## src/rtl/mogu_pkg.sv

```systemverilog
// rtl/mogu_pkg.sv - shared constants, action codes and helpers for the mushroom spawner
package mogu_pkg;

    // Playfield geometry (11-bit unsigned pixel coordinates)
    localparam logic [10:0] BW         = 11'd240;
    localparam logic [10:0] MGMW       = 11'd16;
    localparam logic [10:0] GROUND_R   = 11'd144;
    localparam logic [10:0] SPAWN_C0   = 11'd120;
    localparam logic [10:0] SPAWN_STEP = 11'd28;
    localparam logic [10:0] LEFT_B     = 11'd5;
    localparam logic [10:0] BASE_STEP  = 11'd1;

    // Frame counter value that advances the sprites
    localparam logic [21:0] TICK_AT    = 22'd1000000;

    // Key states decoded by the spawner
    localparam logic [3:0]  PAUSE_ST   = 4'b1010;
    localparam logic [3:0]  IDLE_ST    = 4'b0000;

    // LFSR: reset value and Fibonacci taps 8,6,5,4 (bit positions 7,5,4,3)
    localparam logic [7:0]  SEED       = 8'hA5;
    localparam logic [7:0]  LFSR_TAPS  = 8'b1011_1000;

    // Mask offered after reset
    localparam logic [3:0]  RESET_MASK = 4'b0101;

    // What the current edge does to the slots, already priority-resolved
    typedef enum logic [2:0] {
        ACT_NONE  = 3'd0,
        ACT_HOLD  = 3'd1,
        ACT_IDLE  = 3'd2,
        ACT_SPAWN = 3'd3,
        ACT_MOVE  = 3'd4
    } act_t;

    function automatic logic [7:0] lfsr_next(input logic [7:0] l);
        return {l[6:0], ^(l & LFSR_TAPS)};
    endfunction

    // The game core must never be offered an empty wave
    function automatic logic [3:0] mask_of(input logic [3:0] n);
        return (n == 4'd0) ? 4'b1000 : n;
    endfunction

    // Speed grows by one pixel every four waves, capped at +3
    function automatic logic [10:0] step_of(input logic [5:0] wave_div4);
        return BASE_STEP + ((wave_div4 > 6'd3) ? 11'd3 : {5'd0, wave_div4});
    endfunction

    function automatic logic [10:0] spawn_col(input logic [1:0] idx);
        return SPAWN_C0 + SPAWN_STEP * {9'd0, idx};
    endfunction

endpackage

```

## src/rtl/mogu_slot.sv

```systemverilog
// rtl/mogu_slot.sv - one mushroom slot: column and direction with spawn/move/edge-clamp rules
//
// Ports:
//   clk        in  1   system clock
//   i_rst_n    in  1   synchronous reset, active-low
//   i_action   in  act_t  priority-resolved action for this edge
//   i_offered  in  1   slot is in the offered mask (reloads on spawn)
//   i_live     in  1   slot is live (moves on a tick)
//   i_step     in  11  pixels per tick for the current wave
//   i_cmarry   in  11  Mario column, used only when MOGU_CHASE_EN is defined
//   o_col      out 11  current column
//
// MOGU_CHASE_EN: when defined, the slot heads toward Mario on every move tick
// before the step and edge clamp are applied.
import mogu_pkg::*;

module mogu_slot #(
    parameter logic [1:0] SLOT_IDX = 2'd0
) (
    input  logic        clk,
    input  logic        i_rst_n,
    input  act_t        i_action,
    input  logic        i_offered,
    input  logic        i_live,
    input  logic [10:0] i_step,
    input  logic [10:0] i_cmarry,
    output logic [10:0] o_col
);

    localparam logic [10:0] HOME_COL  = spawn_col(SLOT_IDX);
    localparam logic [10:0] RIGHT_LIM = BW - MGMW - 11'd1;

    logic [10:0] r_col;
    logic        r_dir;      // 0 = moving left, 1 = moving right

    logic        w_dir_eff;
    logic [10:0] w_col_nxt;
    logic        w_dir_nxt;

`ifdef MOGU_CHASE_EN
    assign w_dir_eff = (i_cmarry > r_col);
`else
    logic w_unused_cmarry;
    assign w_unused_cmarry = ^i_cmarry;
    assign w_dir_eff       = r_dir;
`endif

    // Bound checks come before the subtraction so the column never wraps
    always_comb begin
        w_col_nxt = r_col;
        w_dir_nxt = w_dir_eff;
        if (!w_dir_eff) begin
            if (r_col <= LEFT_B + i_step) begin
                w_col_nxt = LEFT_B;
                w_dir_nxt = 1'b1;
            end else begin
                w_col_nxt = r_col - i_step;
            end
        end else begin
            if (r_col + MGMW + i_step >= BW) begin
                w_col_nxt = RIGHT_LIM;
                w_dir_nxt = 1'b0;
            end else begin
                w_col_nxt = r_col + i_step;
            end
        end
    end

    always_ff @(posedge clk) begin
        if (!i_rst_n) begin
            r_col <= HOME_COL;
            r_dir <= 1'b0;
        end else begin
            case (i_action)
                ACT_IDLE: begin
                    r_col <= HOME_COL;
                    r_dir <= 1'b0;
                end
                ACT_SPAWN: begin
                    if (i_offered) begin
                        r_col <= HOME_COL;
                        r_dir <= 1'b0;
                    end
                end
                ACT_MOVE: begin
                    if (i_live) begin
                        r_col <= w_col_nxt;
                        r_dir <= w_dir_nxt;
                    end
                end
                default: begin
                end
            endcase
        end
    end

    assign o_col = r_col;

endmodule

```

## src/rtl/mogu_spawner.sv

```systemverilog
// rtl/mogu_spawner.sv - mushroom side of the wave handshake: offers masks, spawns and moves four slots
//
// Ports:
//   clk      in  1   system clock
//   rst_n    in  1   synchronous reset, active-low
//   counter  in  22  free-running frame counter; TICK_AT moves the sprites
//   state    in  4   key state; 4'b1010 pause, 4'b0000 idle/restart
//   inspire  in  1   wave request level from the game core (rising edge = request)
//   MM       in  4   live-slot mask owned by the game core
//   Cmarry   in  11  Mario column (only used with MOGU_CHASE_EN)
//   MOGU     out 4   offered mask for the next wave, never zero
//   C1..C4   out 11  slot columns
//   R1..R4   out 11  slot rows (always the ground row)
//   wave     out 8   waves spawned since restart, saturating at 255
//
// MOGU_CHASE_EN: when defined, slots steer toward Cmarry on each move tick.
import mogu_pkg::*;

module mogu_spawner (
    input  logic        clk,
    input  logic        rst_n,
    input  logic [21:0] counter,
    input  logic [3:0]  state,
    input  logic        inspire,
    input  logic [3:0]  MM,
    input  logic [10:0] Cmarry,
    output logic [3:0]  MOGU,
    output logic [10:0] C1,
    output logic [10:0] C2,
    output logic [10:0] C3,
    output logic [10:0] C4,
    output logic [10:0] R1,
    output logic [10:0] R2,
    output logic [10:0] R3,
    output logic [10:0] R4,
    output logic [7:0]  wave
);

    logic [7:0]  r_lfsr;
    logic        r_inspire_d;
    logic [3:0]  r_mogu;
    logic [7:0]  r_wave;

    logic        w_pause;
    logic        w_idle;
    logic        w_spawn;
    logic        w_tick;
    act_t        w_action;
    logic [10:0] w_step;
    logic [10:0] w_col [4];

    assign w_pause = (state == PAUSE_ST);
    assign w_idle  = (state == IDLE_ST);
    assign w_spawn = inspire & ~r_inspire_d;
    assign w_tick  = (counter == TICK_AT);
    assign w_step  = step_of(r_wave[7:2]);

    // Pause beats idle beats spawn beats move; a spawn swallows a coincident tick
    always_comb begin
        w_action = ACT_NONE;
        if (w_pause) begin
            w_action = ACT_HOLD;
        end else if (w_idle) begin
            w_action = ACT_IDLE;
        end else if (w_spawn) begin
            w_action = ACT_SPAWN;
        end else if (w_tick) begin
            w_action = ACT_MOVE;
        end
    end

    // MOGU only changes on the spawn edge, so the core always sees it settled
    always_ff @(posedge clk) begin
        if (!rst_n) begin
            r_lfsr      <= SEED;
            r_inspire_d <= 1'b0;
            r_mogu      <= RESET_MASK;
            r_wave      <= 8'd0;
        end else if (!w_pause) begin
            r_lfsr      <= lfsr_next(r_lfsr);
            r_inspire_d <= inspire;
            if (w_idle) begin
                r_mogu <= mask_of(r_lfsr[3:0]);
                r_wave <= 8'd0;
            end else if (w_spawn) begin
                r_mogu <= mask_of(r_lfsr[3:0]);
                if (r_wave != 8'd255) begin
                    r_wave <= r_wave + 8'd1;
                end
            end
        end
    end

    for (genvar g = 0; g < 4; g++) begin : g_slot
        mogu_slot #(
            .SLOT_IDX (2'(g))
        ) u_slot (
            .clk       (clk),
            .i_rst_n   (rst_n),
            .i_action  (w_action),
            .i_offered (r_mogu[g]),
            .i_live    (MM[g]),
            .i_step    (w_step),
            .i_cmarry  (Cmarry),
            .o_col     (w_col[g])
        );
    end

    assign MOGU = r_mogu;
    assign wave = r_wave;
    assign C1   = w_col[0];
    assign C2   = w_col[1];
    assign C3   = w_col[2];
    assign C4   = w_col[3];
    assign R1   = GROUND_R;
    assign R2   = GROUND_R;
    assign R3   = GROUND_R;
    assign R4   = GROUND_R;

endmodule

```

## config.mk

```make
export PLATFORM = sky130hd
export DESIGN_NAME = mogu_spawner
export DESIGN_NICKNAME = d
export VERILOG_FILES = /design/src/rtl/mogu_pkg.sv /design/src/rtl/mogu_slot.sv /design/src/rtl/mogu_spawner.sv
export SDC_FILE = /design/constraint.sdc
export NUM_CORES = 1
export LEC_CHECK = 0
export CELL_PAD_IN_SITES_DETAIL_PLACEMENT = 1
export CELL_PAD_IN_SITES_GLOBAL_PLACEMENT = 1
export CORE_MARGIN = 2
export CORE_UTILIZATION = 44
export CTS_CLUSTER_SIZE = 40
export DETAILED_ROUTE_END_ITERATION = 7
export PLACE_DENSITY_LB_ADDON = 0.1
export SLEW_MARGIN = 10
export SYNTH_ARGS = -nofsm -noshare
export SYNTH_HDL_FRONTEND = slang
export SYNTH_SLANG_ARGS = --single-unit
```

## constraint.sdc

```tcl
create_clock -name clk -period 8.53 [get_ports clk]
set_input_delay 0.853 -clock clk [delete_from_list [all_inputs] [get_ports clk]]
set_output_delay 0.853 -clock clk [all_outputs]
set_load 0.005 [all_outputs]
```

# --- Word level (Yosys, flattened, before mapping) ---
# Index checks and enable logic that the tools add are counted.
op_classes:
  n_addsub: 19
  n_reduce_logical: 12
  mux: 59
  order_cmp: 9
  n_bitwise: 3
  n_eq_ne: 14
op_table:
  columns: ["operator", "n"]
  rows:
  - ["two-way mux 11 bit", 20]
  - ["case mux 11 bit (3 select lines)", 4]
  - ["adder 11 x 7 -> 11 bit", 8]
  - ["adder 11 x 5 -> 11 bit (second input constant)", 4]
  - ["greater-or-equal comparator 11 x 8 -> 1 bit (second input constant)", 4]
  - ["less-or-equal comparator 11 bit", 4]
  - ["subtractor 11 x 7 -> 11 bit", 4]
  - ["two-way mux 8 bit", 3]
  - ["== test 22 x 20 -> 1 bit (second input constant)", 1]
  - ["two-way mux 1 bit", 20]
  - ["!= test 2 bit (second input constant)", 8]
  - ["AND reduction 3 bit", 5]
  - ["two-way mux 3 bit", 4]
  - ["two-way mux 4 bit", 3]
  - ["case mux 1 bit (3 select lines)", 4]
  - ["adder 3 x 7 -> 8 bit (first input constant)", 1]
  - ["adder 8 x 1 -> 8 bit (second input constant)", 1]
  - ["zero test 4 bit", 2]
  - ["!= test 8 bit (second input constant)", 1]
  - ["XOR reduction 8 bit", 1]
  - ["adder 1 x 6 -> 7 bit (first input constant)", 1]
  - ["== test 3 x 2 -> 1 bit (second input constant)", 2]
  - ["> comparator 6 x 2 -> 1 bit (second input constant)", 1]
  - ["two-way mux 6 bit", 1]
  - ["7 further kinds", 9]
word_totals:
  in_bits: 44
  out_inout_bits: 100
  wordCells: 128
  reg_bits: 69

# --- Longest topological paths before layout ---
# Gate-level depths: netlist of the first run.
logic_depth:
  depth_word: 9
  ltp_mapped: 17
  depth_no_buf: 16

# --- Modules after synthesis ---
# A second synthesis of the first run with hierarchy kept.
hier_totals:
  cells_unflattened: 1442
  area_unflattened_um2: 11686.2
by_module_without_submodules:
  columns: ["module", "seq_area_each_um2", "cells_each", "area_per_inst_um2", "instances"]
  rows:
  - ["mogu_slot (g_slot[0].u_slot)", 240.2, 328, 2615.0, 1]
  - ["mogu_slot (g_slot[2].u_slot)", 240.2, 324, 2581.2, 1]
  - ["mogu_slot (g_slot[1].u_slot)", 240.2, 310, 2577.5, 1]
  - ["mogu_slot (g_slot[3].u_slot)", 240.2, 312, 2499.9, 1]
  - ["mogu_spawner", 420.4, 168, 1412.6, 1]

# --- Worst setup path after synthesis of the first run ---
# OpenSTA, ideal clock, no wires.
synth_path:
  kind: "flip-flop to flip-flop"
  start: "register r_wave[7] (netlist: wave[7])"
  end: "register g_slot[3].u_slot.r_col[8]"
  required_time_ps: 8452
  stages_incl_launch_ff: 15
  arrival_ps: 4199
  setup_time_ps: 78
  path_buffers: 0
  slack_ps: 4253
  cell_sequence: "dfxtp_1 -> nor4_1 -> nand2b_1 -> ha_1 -> ha_1 -> ha_1 -> fa_1 -> nand2_1 -> o21ai_0 -> a221oi_1 -> nand4b_1 -> a32oi_2 -> nand2_1 -> or3_1 -> a32oi_1"
synth_via:
  elab_chain_len: 9
  elab_cells_between_ends: 14
  cone_classes: "add/sub (5); order compare (3); mux (6)"
synth_lines:
  columns: ["element", "line_no", "rtl"]
  rows:
  - ["start, declared", "mogu_spawner.sv:42", "logic [7:0] r_wave;"]
  - ["start signal, assigned", "mogu_spawner.sv:88", "r_wave <= r_wave + 8'd1;"]
  - ["> comparator 6 x 2 -> 1 bit", "mogu_pkg.sv:47", "return BASE_STEP + ((wave_div4 > 6'd3) ? 11'd3 : {5'd0, wave_div4});"]
  - ["two-way mux 6 bit (*)", "mogu_pkg.sv:47", null]
  - ["adder 1 x 6 -> 7 bit (*)", "mogu_pkg.sv:47", null]
  - ["adder 11 x 7 -> 11 bit or adder 3 x 7 -> 8 bit (tied branches)", "mogu_slot.sv:60, mogu_slot.sv:53", null]
  - ["greater-or-equal comparator 11 x 8 -> 1 bit or less-or-equal comparator 11 bit (tied branches)", "mogu_slot.sv:60, mogu_slot.sv:53", null]
  - ["two-way mux 11 bit (on tied branches)", "mogu_slot.sv:60, mogu_slot.sv:53", null]
  - ["two-way mux 11 bit (*)", "mogu_slot.sv:52", "if (!w_dir_eff) begin"]
  - ["two-way mux 11 bit (*)", "mogu_slot.sv:86", "if (i_live) begin"]
  - ["case mux 11 bit (3 select lines) (*)", "mogu_slot.sv:74", "case (i_action)"]
  - ["end signal, assigned", "mogu_slot.sv:87", "r_col <= w_col_nxt;"]
  - ["end, declared", "mogu_slot.sv:33", "logic [10:0] r_col;"]
# Mark *: on every way between the ends. The rest lies on a longest branch, timed or not. The select of a mux whose other input is x is not followed.
# A chain may end at the register's enable or synchronous reset.

# --- Final worst setup path of the first run ---
layout_path:
  start: "register r_wave[4] (netlist: wave[4])"
  end: "register g_slot[3].u_slot.r_col[9]"
# The elaborated chain is that of the path after synthesis.

==> results of run 1 <==
==> worst max-delay path: stages (launching register included) <==
cell and delay [ps]:
dfxtp_1 370, nor4_1 760, nand2b_1 450, ha_1 940, inv_1 330, o211ai_1 240, o21ai_0 150, ha_1 320
nand4_1 140, o221ai_1 280, a211oi_1 120, a211oi_1 660, inv_1 230, o2111a_1 290, a2111oi_0 340
==> layout make-up <==
class / instances / area [sq um] / share of cell area
Clock buffer: 11 / 242.7 / 0.02357
Multi-Input combinational cell: 975 / 7099 / 0.6893
Timing Repair Buffer: 95 / 933.4 / 0.09063
Tap cell: 265 / 331.6 / 0.03220
Sequential cell: 69 / 1381 / 0.1341
Clock inverter: 5 / 58.81 / 0.005710
Inverter: 67 / 251.5 / 0.02442
==> cell usage in the layout (no fill, tap or decap), drive strengths merged, types with 7 or more instances in the layout <==
master         instances
nand3                 32
nand2                 88
nand2b                12
o21bai                17
a211oi                11
clkbuf                11
and2                   7
nor4                  11
a221oi                 7
conb                  98
nor2b                 20
nor2                  68
dfxtp                 69
ha                   136
o31ai                 11
nor3b                  8
a2111oi                7
a21o                  18
xnor2                 47
inv                   68
or3                   12
and3                  13
nand4                 14
a31oi                 20
nor3                  22
o21ai                 46
a21oi                 75
o211ai                11
buf                    7
clkdlybuf4s50         88
o2111ai                7
xor2                  24
fa                    25
o21a                  10
==> stage by stage <==
stage          hold slack [ps]  power [W]  setup WS, ps  instance area [sq um]
2_1_floorplan            432.1  0.0004921          4253                   9243
3_3_place_gp             441.2  0.0005348          2948                   9997
3_5_place_dp             453.3  0.0005389          2816                   9997
4_1_cts                  462.0  0.0009337          2723                  10300
5_1_grt                  481.3  0.0009760          2306                  10300
6_report                 461.4  0.0009324          2780                  10300
==> flip-flops by register name, indices dropped and copies added, names as in the netlist <==
register and flops:
r_inspire_d 1, r_lfsr 8, MOGU 4, g_slot.u_slot.o_col 44
wave 8, g_slot.u_slot.r_dir 4
==> synthesized netlist by cell type (all sizes together) (20+ instances only) <==
| cell | number | share of area |
|---|---|---|
| a21oi | 75 | 0.044 |
| a31oi | 20 | 0.014 |
| buf | 57 | 0.045 |
| clkbuf | 30 | 0.013 |
| dfxtp | 69 | 0.16 |
| fa | 25 | 0.056 |
| ha | 136 | 0.19 |
| inv | 67 | 0.028 |
| nand2 | 88 | 0.037 |
| nand3 | 32 | 0.018 |
| nor2 | 68 | 0.029 |
| nor2b | 20 | 0.014 |
| nor3 | 22 | 0.013 |
| o21ai | 46 | 0.026 |
| xnor2 | 47 | 0.046 |
| xor2 | 24 | 0.024 |
==> final timing paths <==
kind | from | endpoint | slack, ps | depth (start not counted)
setup / recovery | wave[4] | g_slot[3].u_slot.o_col[9] | 2780 | 14
hold / removal | r_lfsr[6] | r_lfsr[6] | 460 | 2
setup reg to reg | wave[4] | g_slot[3].u_slot.o_col[9] | 2780 | 14
hold reg to reg | r_lfsr[6] | r_lfsr[6] | 460 | 2
==> layer usage <==
metal,routed length [um],track usage,up-vias
met5,0,0,-
met4,518,0.06117,0
met3,1036,0.03719,34
met2,12300,0.4113,185
met1,12850,0.3449,4102
li1,-,-,4077
==> logic make-up (layout without fill, tap and decap cells) <==
group                    Yosys count  after routing
XOR/XNOR                          71             71
multiplexers                       8              8
AO/OA/AOI/OAI                    311            311
other                              2             98
flip-flops                        69             69
AND/OR/NAND/NOR                  326            326
buffers and inverters            154            178
adder cells (fa/ha/maj)          161            161
==> power by group <==
part           total (W)  switching [W]  internal (W)  leakage, nW
Sequential      0.000337     0.00000806      0.000329        0.560
Combinational   0.000199       0.000118     0.0000811         3.68
Clock           0.000396       0.000161      0.000235        0.142
==> impl_metrics.ini, run 1 <==
[synth]
synth_mux_area_frac = 0.009438
synthFlopType = dfxtp_1
synth_edf_count = 0
synth_compound_gate_area_share = 0.2437
syn_inst = 1102
synth_fa_ha_area_frac = 0.2479
ys_seq_area_frac = 0.1555
synth-seq-cells = 69
synth_top_family_by_area = adder cells
synth_cell_types = 80
syn_avg_cell_area_sq_um = 8.060
synth.cell_area_sq_um = 8882
ys_warn_count = 0
synthSimpleGateAreaFrac = 0.1868
synth_xor_area_frac = 0.07001
synthArstFlopShare = 0

[global_route]
grtUsageTotal = 0.2499
grt_max_degree = 25
grt_pass1_wl_um = 43980
overflow = 0
grt_pass1_vias = 8548
antenna_found_initial = 0

[placement]
port_buffers = 88
post-dp-hpwl_um = 20970
place.gp.congestion = 0.8272
post-place-cells = 1471

[drt]
drtIter0Drc = 372
vias_per_cell = 5.648
dr.pass1.iters = 4
drc = 0
wl_per_cell_um = 17.96
vias = 8398
postRouteAntennaNets = 0
wl_um = 26700

[floorplanning]
coreArea_sq_um = 19650
initial_core_util = 0.4519
fp.dieH_um = 146.1
row_count = 51
die_width_um = 146.1
dieArea_sq_um = 21340
ios = 144

[clocking]
root_buffer = clkbuf_16
cts_hold_buf = 0
post_cts_buffers = 0
post_cts_resized = 0
clock-sinks = 69
insertion_delay_ps = 350
clockBufferDepth = 2
h-tree-depth = 3
cts-buffers-inserted = 9
cts.reportedPaths.clkPinSlew_ps = 70
cts_tree = yes

[sta]
setup_viol = 0
finalCritPeriodShare = 0.6741
final_hold_viol_count = 0
fin_tns_setup_ps = 0
final.min_clock_period_ps = 5750
worstMarginPinSlew_ps = 1127
max_freq_mhz = 173.9
slew_headroom = 0.2421
rsz0062_at_grt = false
finClkSkew_ps = 9.442
drv_slew = 0

[job]
drv_cap = 0

[final_layout]
fin_util = 0.5240
drive_above_1_share = 0.03437
nets = 1422
num-fill-cells = 2455
num_antenna_cells = 0
stdcell_count = 1487
area_growth_pct = 15.95

[setup_path]
cp.required_ps = 8770
worstPathArrival_ps = 5990
cp-start-kind = register
critPathMaxFanout = 13
path_class = reg -> reg
cp-end-kind = register

[power_and_ir_drop]
p_leak_nw = 4.380
ir_worst_vdd_mv = 0.09978
power_density_nw_per_um2 = 90.53

[outcome]
outcome = complete, no violations

[worst_hold_path]
hold_class = reg -> reg
No activity file was read; power rests on OpenSTA's default activity.
==> run 2, diff against run 1 <==
- CORE_UTILIZATION: 44 -> 37
- clock period: 8.53 -> 4.9 ns (I/O delays scaled with it)
==> impl_metrics.ini, run 2 (synthesized netlist as in run 1, its figures left out) <==
[clocking]
cts_hold_buf = 0
clock-sinks = 69
clockBufferDepth = 2
h-tree-depth = 3
insertion_delay_ps = 340
cts-buffers-inserted = 9
root_buffer = clkbuf_16
cts_tree = yes
cts.reportedPaths.clkPinSlew_ps = 60

[power_and_ir_drop]
internal_power_w = 0.001143
p_leak_nw = 4.458
ir_worst_vdd_mv = 0.1707
switching_share = 0.2971
seq_power_share = 0.361
power_density_nw_per_um2 = 155.2
power.clock.fraction = 0.419
p_switching_w = 0.0004832
pwr-share-comb = 0.220

[global_route]
overflow = 0
grt_pass1_wl_um = 44650
grtUsageTotal = 0.2144
grt_max_degree = 25
antenna_found_initial = 0
grt_pass1_vias = 8470

[setup_path]
critPathMaxFanout = 8
cp.required_ps = 5130
cp-end-kind = register
worstPathArrival_ps = 4780
cp-start-kind = register
path_class = reg -> reg

[floorplanning]
ios = 144
dieArea_sq_um = 25260
row_count = 56
fp.dieH_um = 158.9
initial_core_util = 0.3773
coreArea_sq_um = 23540
die_width_um = 158.9

[placement]
port_buffers = 88
post-dp-hpwl_um = 21640
place.gp.congestion = 0.8041
placed_area_sq_um = 10180

[drt]
wl_um = 27210
drc = 0
wl_per_cell_um = 17.49
drtIter0Drc = 361
vias_per_cell = 5.352
vias = 8328
postRouteAntennaNets = 0
dr.pass1.iters = 4

[job]
drv_cap = 0

[sta]
finClkSkew_ps = 6.268
rsz0062_at_grt = false
final_hold_viol_count = 0
worstMarginPinSlew_ps = 1007
finalCritPeriodShare = 0.9299
fin_tns_setup_ps = 0
max_freq_mhz = 219.5
drv_slew = 0
final.min_clock_period_ps = 4557
slew_headroom = 0.3216
setup_viol = 0

[final_layout]
num-fill-cells = 2923
num_antenna_cells = 0
final_cell_mix = ha_1 (135), conb_1 (98), nand2_1 (88), clkdlybuf4s50_1 (88), a21oi_1 (73)
final_common_cell = ha_1
largest_reg_flops = 44
drive_above_1_share = 0.04527
fin_area_sq_um = 10480
area_growth_pct = 18.00
nets = 1438

[worst_hold_path]
hold_class = reg -> reg

[outcome]
outcome = complete, no violations
==> run 2: final timing paths <==
path | start | to | slack (ps) | cells after the start
setup / recovery | wave[7] | g_slot[0].u_slot.o_col[2] | 340 | 15
hold / removal | r_lfsr[6] | r_lfsr[6] | 460 | 2
setup reg to reg | wave[7] | g_slot[0].u_slot.o_col[2] | 340 | 15
hold reg to reg | r_lfsr[6] | r_lfsr[6] | 460 | 2
==> run 2: power by group through the flow <==
stage	Combinational [W]	Sequential [W]	Clock [W]
2_1_floorplan	0.000262	0.000595	0
3_3_place_gp	0.000346	0.000600	0
3_5_place_dp	0.000351	0.000600	0
4_1_cts	0.000354	0.000588	0.000695
5_1_grt	0.000397	0.000590	0.000722
6_report	0.000357	0.000588	0.000682
==> run 2: critical path: stages, from the launching register on <==
cell	delay [ps]
dfxtp_1	340
nor4_1	480
buf_4	210
nand2b_1	120
ha_2	500
ha_1	320
ha_1	230
fa_1	360
nor2b_1	140
nor3_1	300
o21ai_0	160
o32a_1	340
o21ai_1	220
nand3_1	340
o2111ai_1	280
nand3_1	90
==> run 2: per-stage QoR <==
stage                       util  instances  hold WS, ps  power [W]  worst slack (ps)
after floorplan                -       1198        432.1  0.0008566             623.1
after global placement    0.4326       1541        441.4  0.0009459             267.9
after detailed placement  0.4326       1541        453.2  0.0009512             228.9
after CTS                 0.4451       1556        462.3   0.001636             214.0
after global routing      0.4452       1556        510.4   0.001709             34.00
final                     0.4452       1556        461.8   0.001626             343.3
==> run 2: layer usage <==
| layer | wire length (um) | track usage |
|---|---|---|
| met1 | 13210 | 0.2925 |
| met5 | 0 | 0 |
| met3 | 1034 | 0.03048 |
| met4 | 310 | 0.04008 |
| met2 | 12660 | 0.3640 |
==> run 2: repair_timing <==
| item | CTS | global route |
|---|---|---|
| endpoints found under the setup margin | 0 | 16 |
| hold endpoints to repair | 0 | 0 |
| gates resized for setup | 0 | 2 |
| buffers inserted | 0 | 0 |
==> run 2: cell type report <==
cell class,count,area (sq um),share of cell area
sequential,69,1381,0.1318
tap,319,399.1,0.03808
multi-input combinational,975,7102,0.6776
clock buffer,14,264.0,0.02519
clock inverter,1,30.03,0.002865
timing repair buffer,111,1054,0.1005
inverter,67,251.5,0.02399
==> run 3, diff against run 2 <==
- CORE_ASPECT_RATIO: default -> 0.6
==> impl_metrics.ini, run 3 (synthesized netlist as in run 1, its figures left out) <==
[final_layout]
largest_reg_flops = 44
final_common_cell = ha_1
num_antenna_cells = 0
fin_util = 0.4479
drive_above_1_share = 0.04453
nets = 1437
final_cell_mix = ha_1 (136), conb_1 (98), nand2_1 (88), clkdlybuf4s50_1 (88), a21oi_1 (73)
area_growth_pct = 17.75

[worst_hold_path]
worstHoldPathCells = 2
hold_class = reg -> reg

[sta]
finalCritPeriodShare = 0.9562
final_hold_viol_count = 0
worstMarginPinSlew_ps = 1035
slew_headroom = 0.3028
drv_slew = 0
final.min_clock_period_ps = 4685
setup_viol = 0
finClkSkew_ps = 11.62
fin_tns_setup_ps = 0
max_freq_mhz = 213.4
rsz0062_at_grt = false

[outcome]
outcome = complete, no violations

[global_route]
grt_pass1_wl_um = 45380
antenna_found_initial = 0
grt_max_degree = 24
overflow = 0
grt_pass1_vias = 8087
grtUsageTotal = 0.2293

[clocking]
cts_tree = yes
cts-buffers-inserted = 9
clock-sinks = 69
cts.reportedPaths.clkPinSlew_ps = 60
post_cts_resized = 0
clockBufferDepth = 2
insertion_delay_ps = 350
cts_hold_buf = 0
post_cts_buffers = 0
root_buffer = clkbuf_16
h-tree-depth = 3

[power_and_ir_drop]
internal_power_w = 0.001125
switching_share = 0.3007
ir_worst_vdd_mv = 0.1492
pwr-share-comb = 0.225
p_switching_w = 0.0004835
seq_power_share = 0.366
p_leak_nw = 4.454
power_density_nw_per_um2 = 153.7
power_w = 0.001608
power.clock.fraction = 0.409

[job]
drv_cap = 0

[drt]
vias_per_cell = 5.375
vias = 8332
wl_um = 28730
dr.pass1.iters = 4
wl_per_cell_um = 18.53
drtIter0Drc = 424
postRouteAntennaNets = 0
drc = 0

[floorplanning]
ios = 144
fp.dieH_um = 124.0
die_width_um = 204.0
row_count = 43
coreArea_sq_um = 23350
dieArea_sq_um = 25300
initial_core_util = 0.3804

[placement]
port_buffers = 88
place.gp.congestion = 0.8293
post-dp-hpwl_um = 23180

[setup_path]
path_class = reg -> reg
cp-start-kind = register
r2r_cells = 16
cp.required_ps = 5130
worstPathArrival_ps = 4920
critPathMaxFanout = 5
cp-end-kind = register
run 3: final timing paths:
path	slack (ps)	to	start
max reg2reg	210	g_slot[0].u_slot.o_col[2]	wave[4]
max	210	g_slot[0].u_slot.o_col[2]	wave[4]
min reg2reg	470	r_lfsr[6]	r_lfsr[6]
min	470	r_lfsr[6]	r_lfsr[6]
run 3: metrics by stage:
stage                     hold WS (ps)  instances  worst slack [ps]  cell area [sq um]
after floorplan                  432.1       1198             623.1               9243
after global placement           444.1       1536             352.6              10170
after detailed placement         465.1       1536             229.2              10170
after CTS                        471.3       1550             190.2              10450
after global routing             494.6       1550             41.00              10460
final                            469.8       1550             214.6              10460
run 3: area by class of cell:
cell class / count / area [sq um]
Clock buffer: 12 / 246.5
Clock inverter: 2 / 35.03
Fill cell: 2876 / 12890
Inverter: 67 / 251.5
Multi-Input combinational cell: 975 / 7104
Sequential cell: 69 / 1381
Tap cell: 315 / 394.1
Timing Repair Buffer: 110 / 1046
run 3: power groups by stage:
stage / registers, W / logic [W] / clock network [W]
global placement: 0.000600 / 0.000350 / 0
detailed placement: 0.000600 / 0.000353 / 0
floorplan: 0.000595 / 0.000262 / 0
global route: 0.000590 / 0.000403 / 0.000690
CTS: 0.000588 / 0.000356 / 0.000674
finish: 0.000588 / 0.000362 / 0.000657
run 3: critical path: stages, from the launching register on:
cell       delay [ps]
dfxtp_1           360
nor4_1            450
buf_4             210
nand2b_1          120
ha_1              460
buf_4             220
ha_1              330
ha_1              230
fa_1              360
nor2b_1           140
nor3_1            280
o21ai_0           150
o32a_1            340
o21ai_1           250
nand3_1           320
o2111ai_1         280
nand3_1            90
run 3: layer usage:
metal  share of wire  GRT usage
met1            0.56     0.3649
met2            0.39     0.3270
met3           0.034    0.02276
met4           0.012    0.04665
met5               0          0
